### src/rtl/shift_reg_pkg.sv
// Shared definitions for the universal shift register: operation encodings
// and a small decode helper used by the block and its bench.
package shift_reg_pkg;

    localparam logic [1:0] MODE_HOLD = 2'b00;
    localparam logic [1:0] MODE_SHR  = 2'b01;
    localparam logic [1:0] MODE_SHL  = 2'b10;
    localparam logic [1:0] MODE_LOAD = 2'b11;

    // Either shift direction advances the shift counter.
    function automatic logic mode_is_shift(input logic [1:0] m);
        return (m == MODE_SHR) || (m == MODE_SHL);
    endfunction

endpackage

### src/rtl/dff_cell.sv
// One storage bit of the shift register: enable flop with synchronous
// active-high reset to a per-instance value and a complemented output.
module dff_cell #(
    parameter logic RST_BIT = 1'b0
) (
    input  logic clk,
    input  logic rst,
    input  logic en,
    input  logic d,
    output logic q,
    output logic q_bar
);

    logic q_q;
    logic q_d;

    always_comb begin
        q_d = q_q;
        if (en) begin
            q_d = d;
        end
    end

    // Reset wins over enable so a reset edge always restores RST_BIT.
    always_ff @(posedge clk) begin
        if (rst) begin
            q_q <= RST_BIT;
        end else begin
            q_q <= q_d;
        end
    end

    assign q     = q_q;
    assign q_bar = ~q_q;

endmodule

### src/rtl/univ_shift_reg.sv
// Universal shift register: hold, shift right/left (with rotate), parallel
// load, plus a saturating shift counter and a one-shot done pulse.
module univ_shift_reg
    import shift_reg_pkg::*;
#(
    parameter int               WIDTH   = 8,
    parameter logic [WIDTH-1:0] RST_VAL = '0
) (
    input  logic                       clk,
    input  logic                       rst,
    input  logic                       en,
    input  logic [1:0]                 mode,
    input  logic                       rot,
    input  logic                       sin_r,
    input  logic                       sin_l,
    input  logic [WIDTH-1:0]           d,
    output logic [WIDTH-1:0]           q,
    output logic [WIDTH-1:0]           q_bar,
    output logic                       sout_r,
    output logic                       sout_l,
    output logic [$clog2(WIDTH+1)-1:0] shift_cnt,
    output logic                       done
);

    localparam int               CNT_W   = $clog2(WIDTH + 1);
    localparam logic [CNT_W-1:0] CNT_MAX = CNT_W'(WIDTH);

    logic [WIDTH-1:0] q_w;
    logic [WIDTH-1:0] q_bar_w;
    logic             cell_en;
    logic             fill_msb;
    logic             fill_lsb;

    // HOLD needs no write; gating it keeps the cells idle.
    assign cell_en  = en && (mode != MODE_HOLD);
    assign fill_msb = rot ? q_w[0]       : sin_r;
    assign fill_lsb = rot ? q_w[WIDTH-1] : sin_l;

    for (genvar i = 0; i < WIDTH; i++) begin : g_bit
        logic from_hi;
        logic from_lo;
        logic nxt_d;

        if (i == WIDTH - 1) begin : g_top
            assign from_hi = fill_msb;
        end else begin : g_mid_hi
            assign from_hi = q_w[i+1];
        end

        if (i == 0) begin : g_bot
            assign from_lo = fill_lsb;
        end else begin : g_mid_lo
            assign from_lo = q_w[i-1];
        end

        always_comb begin
            nxt_d = q_w[i];
            case (mode)
                MODE_SHR:  nxt_d = from_hi;
                MODE_SHL:  nxt_d = from_lo;
                MODE_LOAD: nxt_d = d[i];
                default:   nxt_d = q_w[i];
            endcase
        end

        dff_cell #(
            .RST_BIT (RST_VAL[i])
        ) u_cell (
            .clk   (clk),
            .rst   (rst),
            .en    (cell_en),
            .d     (nxt_d),
            .q     (q_w[i]),
            .q_bar (q_bar_w[i])
        );
    end

    logic [CNT_W-1:0] shift_cnt_q;
    logic [CNT_W-1:0] shift_cnt_d;
    logic             done_q;
    logic             done_d;

    // done fires only on the WIDTH-1 -> WIDTH step; once saturated the
    // counter stops, so the pulse cannot recur until a LOAD or reset.
    always_comb begin
        shift_cnt_d = shift_cnt_q;
        done_d      = 1'b0;
        if (en) begin
            if (mode == MODE_LOAD) begin
                shift_cnt_d = '0;
            end else if (mode_is_shift(mode) && (shift_cnt_q != CNT_MAX)) begin
                shift_cnt_d = shift_cnt_q + 1'b1;
                done_d      = (shift_cnt_q == CNT_MAX - 1'b1);
            end
        end
    end

    always_ff @(posedge clk) begin
        if (rst) begin
            shift_cnt_q <= '0;
            done_q      <= 1'b0;
        end else begin
            shift_cnt_q <= shift_cnt_d;
            done_q      <= done_d;
        end
    end

    assign q         = q_w;
    assign q_bar     = q_bar_w;
    assign sout_r    = q_w[0];
    assign sout_l    = q_w[WIDTH-1];
    assign shift_cnt = shift_cnt_q;
    assign done      = done_q;

endmodule

### config.mk
export PLATFORM = sky130hd
export DESIGN_NAME = univ_shift_reg
export DESIGN_NICKNAME = d
export VERILOG_FILES = /design/src/rtl/shift_reg_pkg.sv /design/src/rtl/dff_cell.sv /design/src/rtl/univ_shift_reg.sv
export SDC_FILE = /design/constraint.sdc
export NUM_CORES = 1
export LEC_CHECK = 0
export ABC_AREA = 1
export CORE_UTILIZATION = 44
export CTS_CLUSTER_SIZE = 24
export DETAILED_ROUTE_END_ITERATION = 7
export PLACE_DENSITY = 0.82
export SLEW_MARGIN = 40
export SYNTH_ARGS = -nofsm -noshare
export SYNTH_HDL_FRONTEND = slang
export SYNTH_HIERARCHICAL = 1
export SYNTH_SLANG_ARGS = --single-unit
### constraint.sdc
create_clock -name clk -period 2.3 [get_ports clk]
set_input_delay 0.46 -clock clk [delete_from_list [all_inputs] [get_ports clk]]
set_output_delay 0.46 -clock clk [all_outputs]
set_load 0.05 [all_outputs]
==> results of run 1 <==
## flip-flops by register name, summed over array words and instances (netlist names)
name / cells
shift_cnt: 4
g_bit.u_cell/q: 8
done: 1
## path summary, 6_finish.rpt
check                                       from                        end  slack (ns)  depth (start not counted)
setup reg to reg       shift_cnt[0]$_SDFFE_PP0P_  shift_cnt[3]$_SDFFE_PP0P_        1.03                          8
hold reg to reg        shift_cnt[0]$_SDFFE_PP0P_  shift_cnt[0]$_SDFFE_PP0P_        0.54                          2
setup / recovery  g_bit[4].u_cell/q$_SDFFE_PP0P_                       q[4]        0.26                          1
hold / removal         shift_cnt[0]$_SDFFE_PP0P_  shift_cnt[0]$_SDFFE_PP0P_        0.54                          2
## placed cells by master, fill, tap and decap left out, types with 3 or more instances in the layout
| cell type | instances |
|---|---|
| inv_1 | 40 |
| dfxtp_1 | 13 |
| inv_2 | 3 |
| a32oi_1 | 6 |
| clkbuf_4 | 3 |
| nor2_1 | 25 |
| clkdlybuf4s50_1 | 38 |
| a21oi_1 | 9 |
| nand2_1 | 42 |
| nand3_1 | 4 |
| ha_1 | 6 |
## per-layer routing
layer | GRT usage, % | wire [µm] | up-vias | share of wire [%]
met3 | 3.57 | 87 | 4 | 3.5
met4 | 7.41 | 23 | 0 | 0.93
met5 | 0 | 0 | - | 0
met2 | 35.7 | 1220 | 22 | 50
li1 | - | - | 581 | -
met1 | 25.7 | 1130 | 486 | 46
## stage by stage
| step | hold slack [ns] | setup slack, ns | instance area [µm²] |
|---|---|---|---|
| 6_report | 0.542 | 0.262 | 1420 |
| 5_1_grt | 0.582 | 0.202 | 1420 |
| 4_1_cts | 0.547 | 0.258 | 1420 |
| 3_5_place_dp | 0.534 | 0.0753 | 1400 |
| 3_3_place_gp | 0.521 | 0.192 | 1400 |
| 2_1_floorplan | 0.514 | 0.461 | 1060 |
## synthesized netlist by cell type (all sizes together) (2+ instances only)
cell type   n
a32oi       6
a22oi       2
a21oi       9
a21o        2
clkbuf      2
inv        43
ha          6
nor2       26
dfxtp      13
nand2      45
buf        11
nand3       5
o211ai      2
## report_power, final
group	total (mW)	leakage [nW]	internal (mW)	switching, mW
Combinational	0.327	0.560	0.122	0.205
Sequential	0.265	0.107	0.242	0.0237
Clock	0.147	0.0150	0.0672	0.0794
Total	0.739	0.682	0.431	0.308
## area by class of cell
class / instances / area [µm²]
Timing Repair Buffer: 40 / 395
Sequential cell: 13 / 260
Clock buffer: 4 / 26.3
Inverter: 43 / 161
Tap cell: 28 / 35.0
Fill cell: 222 / 810
Multi-Input combinational cell: 105 / 546
## cell families after synthesis
kind of cell	Yosys count
AO/OA/AOI/OAI	21
flip-flops	13
AND/OR/NAND/NOR	78
adder cells (fa/ha/maj)	6
buffers and inverters	56
==> run_results.csv, run 1 <==
group,metric,value,unit
detailed_routing,vias,1093,
synth,ys.flop_type,"dfxtp_1",
setup_path,crit_slowest_cell,"clkdlybuf4s50_1",
floorplan,chipWidth,51.0,µm
setup_path,worst_setup_path_start_kind,"flip-flop",
clocking,cts_max_level,1,
synth,syn_area_per_cell,6.07,µm²
hold_path,holdCritPathClass,"reg2reg",
clocking,cts_max_path_buffers,2,
detailed_routing,first_pass_iters,4,
finish,fin_nets,228,
synth,synth_adder_area_share,7.11,%
detailed_routing,final_antenna_net_count,0,
global_route,track_usage,20.8,%
clocking,clkLatencyLatePin,0.28,ns
finish,drive_above_1_share,6.34,%
floorplan,start_util,47.3,%
finish,diodes,0,
synth,yosysTopAreaCellShare,24.6,%
detailed_routing,drc,0,
synth,synth_cell_types,22,
outcome,status,"complete, no violations",
clocking,postCtsSetupBuffers,0,
sta,fin_crit,2.04,ns
setup_path,path_cells,"clkdlybuf4s50_1",
sta,rsz0062_at_grt,"false",
clocking,cts.sinks,13,
global_route,grt_max_degree,18,
power,power_per_cell_area,519,nW/µm²
sta,max_freq,491,MHz
sta,relSlewSlack,62.4,%
power,total_power,0.739,mW
synth,synth-seq-area-share,24.6,%
synth,syn_inst,174,
power,vdd_drop_max,0.000349,V
clocking,postCtsHoldBufs,0,
synth,synth_top_family_by_area,"simple AND/OR/NAND/NOR gates",
placement,dp_hpwl,1.88,mm
floorplan,die_area,2600,µm²
floorplan,core_region_area,2230,µm²
global_route,grt_pass1_wl,4.13,mm
sta,setup_tns,0,ns
synth,synth_edf_count,0,
detailed_routing,wl,2.46,mm
setup_path,cp_top_family,"buffers and inverters",
global_route,grt-ovfl-total,0,
detailed_routing,vias_per_cell,4.69,
clocking,cts_buffers,3,
run,cap_violations,0,
synth,synthSimpleGateAreaFrac,31.0,%
detailed_routing,wl_per_cell,10.6,µm
setup_path,arrival,1.58,ns
placement,port_buffers,38,
sta,skew,0.00497,ns
setup_path,crit_path_max_incr_delay,0.85,ns
synth,ys_ff_latch,13,
setup_path,critical_path_class,"reg2out",
synth,synth_compound_area_share,13.5,%
synth,synth_fp_nets,196,
sta,finalSetupViolCount,0,
power,power_leakage,0.682,nW
sta,finalCritPeriodShare,88.6,%
finish,final_core_util,63.8,%
finish,instances_no_fill,233,
setup_path,critPathMaxFanout,6,
setup_path,endpoint_kind,"primary output",
placement,finalWeightedCongestion,0.785,
synth,syn_area,1060,µm²
global_route,grt_pass1_vias,994,
global_route,antenna_found_initial,0,
floorplan,die_h,51.0,µm
clocking,path_clk_slew,0.09,ns
placement,place_inst,229,
sta,worst_pin_slew,0.564,ns
setup_path,cp.required,1.84,ns
sta,finalHoldViolations,0,
synth,yosys.area.top_type,"dfxtp_1",
floorplan,num_io_pins,39,
setup_path,worst-path-buf-inv,1,
synth,synth_warnings,6,
floorplan,rows,17,
synth,synth_async_sr_flop_share,0,%
synth,synthMuxAreaShare,0,%
synth,synth_xor_area_share,0,%
finish,area_growth,34.8,%
sta,slew_violations,0,
clocking,cts_tree,"built",
synth,synthTopCellsByArea,"dfxtp_1, nand2_1, inv_1, nor2_1, buf_4",
clocking,cts_resized,0,
detailed_routing,drt_iter0_drc,18,
clocking,cts_root_buf,"clkbuf_4",
Power figures use the tool's default switching activity.
==> inputs of run 2 (changes only) <==
Settings changed: CORE_UTILIZATION 44 to 42, SYNTH_HIERARCHICAL 1 to not set.
==> run_results.csv, run 2 <==
group,metric,value,unit
floorplan,rows,16,
setup_path,critPathMaxFanout,5,
finish,diodes,0,
finish,drive_above_1_share,6.41,%
sta,worst_pin_slew,0.509,ns
synth,syn_inst,131,
clocking,postCtsHoldBufs,0,
sta,fin_crit,2.00,ns
global_route,antenna_found_initial,0,
sta,max_freq,499,MHz
sta,hold_ws,0.527,ns
synth,ys.flop_type,"dfxtp_1",
global_route,grtUsageMet2,32.0,%
synth,synth_async_sr_flop_share,0,%
run,cap_violations,0,
setup_path,critical_path_class,"reg2out",
placement,place_inst,179,
setup_path,worst_setup_path_start_kind,"flip-flop",
setup_path,cp.depth,1,
detailed_routing,vias,901,
finish,area_growth,33.0,%
detailed_routing,wl_per_cell,11.1,µm
outcome,status,"complete, no violations",
sta,relSlewSlack,65.9,%
setup_path,worst-path-buf-inv,1,
hold_path,holdCritPathClass,"reg2reg",
global_route,grt_pass1_wl,3.46,mm
synth,synth_most_common_cell,"nand2_1",
clocking,clkLatencyLatePin,0.28,ns
global_route,grt_use_met3,6.23,%
global_route,grt.busiest_layer,"met2",
clocking,cts.sinks,13,
finish,layout_common_cells,"clkdlybuf4s50_1, nand2_1, inv_1",
setup_path,crit_path_max_incr_delay,0.84,ns
synth,syn_area,932,µm²
setup_path,cp_top_family,"buffers and inverters",
clocking,cts_max_path_buffers,2,
setup_path,rr_worst_depth,9,
setup_path,crit_slowest_cell,"clkdlybuf4s50_1",
finish,instances_no_fill,183,
synth,synth_top_cells_by_count,"nand2_1, inv_1, buf_4",
finish,fin_nets,179,
clocking,cts_resized,0,
finish,stdcell_area,1240,µm²
detailed_routing,final_antenna_net_count,0,
detailed_routing,first_pass_iters,4,
synth,synth_warnings,0,
synth,synth_cell_types,20,
setup_path,endpoint_kind,"primary output",
floorplan,die_h,49.1,µm
floorplan,num_io_pins,39,
setup_path,path_cells,"clkdlybuf4s50_1",
floorplan,chipWidth,49.1,µm
placement,placed_cell_area,1210,µm²
synth,synth-seq-area-share,27.9,%
sta,finalCritPeriodShare,87.1,%
finish,final_common_cell,"clkdlybuf4s50_1",
global_route,grt-ovfl-total,0,
floorplan,start_util,46.1,%
synth,syn_area_per_cell,7.12,µm²
detailed_routing,wl,2.04,mm
synth,synth_fp_nets,153,
sta,slew_violations,0,
synth,yosys.area.top_type,"dfxtp_1",
sta,finalSetupViolCount,0,
clocking,cts_tree,"built",
power,power_leakage,0.511,nW
detailed_routing,drt_iter0_drc,14,
sta,setup_tns,0,ns
hold_path,whs_path_depth,2,
finish,largest_register_ffs,8,
floorplan,core_region_area,2020,µm²
global_route,track_usage,18.9,%
synth,synthTopCellsByArea,"dfxtp_1, buf_4, nand2_1, ha_1, inv_1",
detailed_routing,drc,0,
power,power_per_cell_area,550,nW/µm²
setup_path,cp.required,1.84,ns
placement,finalWeightedCongestion,0.774,
clocking,cts_root_buf,"clkbuf_4",
sta,skew,0.00887,ns
power,vdd_drop_max,0.000278,V
global_route,grt_max_degree,16,
placement,port_buffers,38,
floorplan,die_area,2410,µm²
sta,rsz0062_at_grt,"false",
clocking,postCtsSetupBuffers,0,
global_route,grtUsageMet1,21.1,%
synth,synth_edf_count,0,
placement,dp_hpwl,1.55,mm
clocking,path_clk_slew,0.09,ns
synth,yosysTopAreaCellShare,27.9,%
detailed_routing,vias_per_cell,4.92,
clocking,cts_buffers,3,
power,total_power,0.682,mW
sta,finalHoldViolations,0,
synth,ys_ff_latch,13,
setup_path,arrival,1.54,ns
global_route,grt_pass1_vias,775,
clocking,cts_max_level,1,
==> run 2: where the power goes <==
part	leakage [nW]	switching (mW)	internal, mW
Clock	0.0150	0.0792	0.0673
Combinational	0.389	0.175	0.102
Sequential	0.107	0.0172	0.241
Total	0.511	0.271	0.410
==> run 2: path summary, 6_finish.rpt <==
check                                 startpoint                   endpoint  slack (ns)
hold reg to reg        shift_cnt[1]$_SDFFE_PP0P_  shift_cnt[1]$_SDFFE_PP0P_        0.53
setup / recovery  g_bit[7].u_cell.q$_SDFFE_PP0P_                       q[7]        0.30
setup reg to reg       shift_cnt[0]$_SDFFE_PP0P_  shift_cnt[0]$_SDFFE_PP0P_        0.96
hold / removal         shift_cnt[1]$_SDFFE_PP0P_  shift_cnt[1]$_SDFFE_PP0P_        0.53
==> run 2: logic make-up (layout without fill, tap and decap cells) <==
group	after synthesis	after routing	share of synthesized area (%)
buf+inv	39	64	23.9
compound gates	38	38	23.2
fa+ha+maj	6	6	8.05
flops	13	13	27.9
simple gates	35	35	16.9
==> run 2: metal layers <==
metal  routed length, µm  part of all wire, %  up-vias
li1                    -                    -      459
met1                 863                   42      400
met2                 998                   49       40
met3                 165                  8.1        2
met4                  11                 0.54        0
met5                   0                    0        -
==> run 2: cell type report <==
type	count	area, µm²
timing repair buffer	40	395
sequential	13	260
clock buffer	4	26.3
inverter	20	75.1
tap	27	33.8
multi-input combinational	79	449
fill	188	782
==> run 2: metrics by stage <==
stage | setup slack [ns] | util (%)
detailed placement | 0.229 | 60.0
CTS | 0.289 | 61.3
finish | 0.297 | 61.3
global placement | 0.304 | 60.0
global route | 0.243 | 61.3
floorplan | 0.744 | -
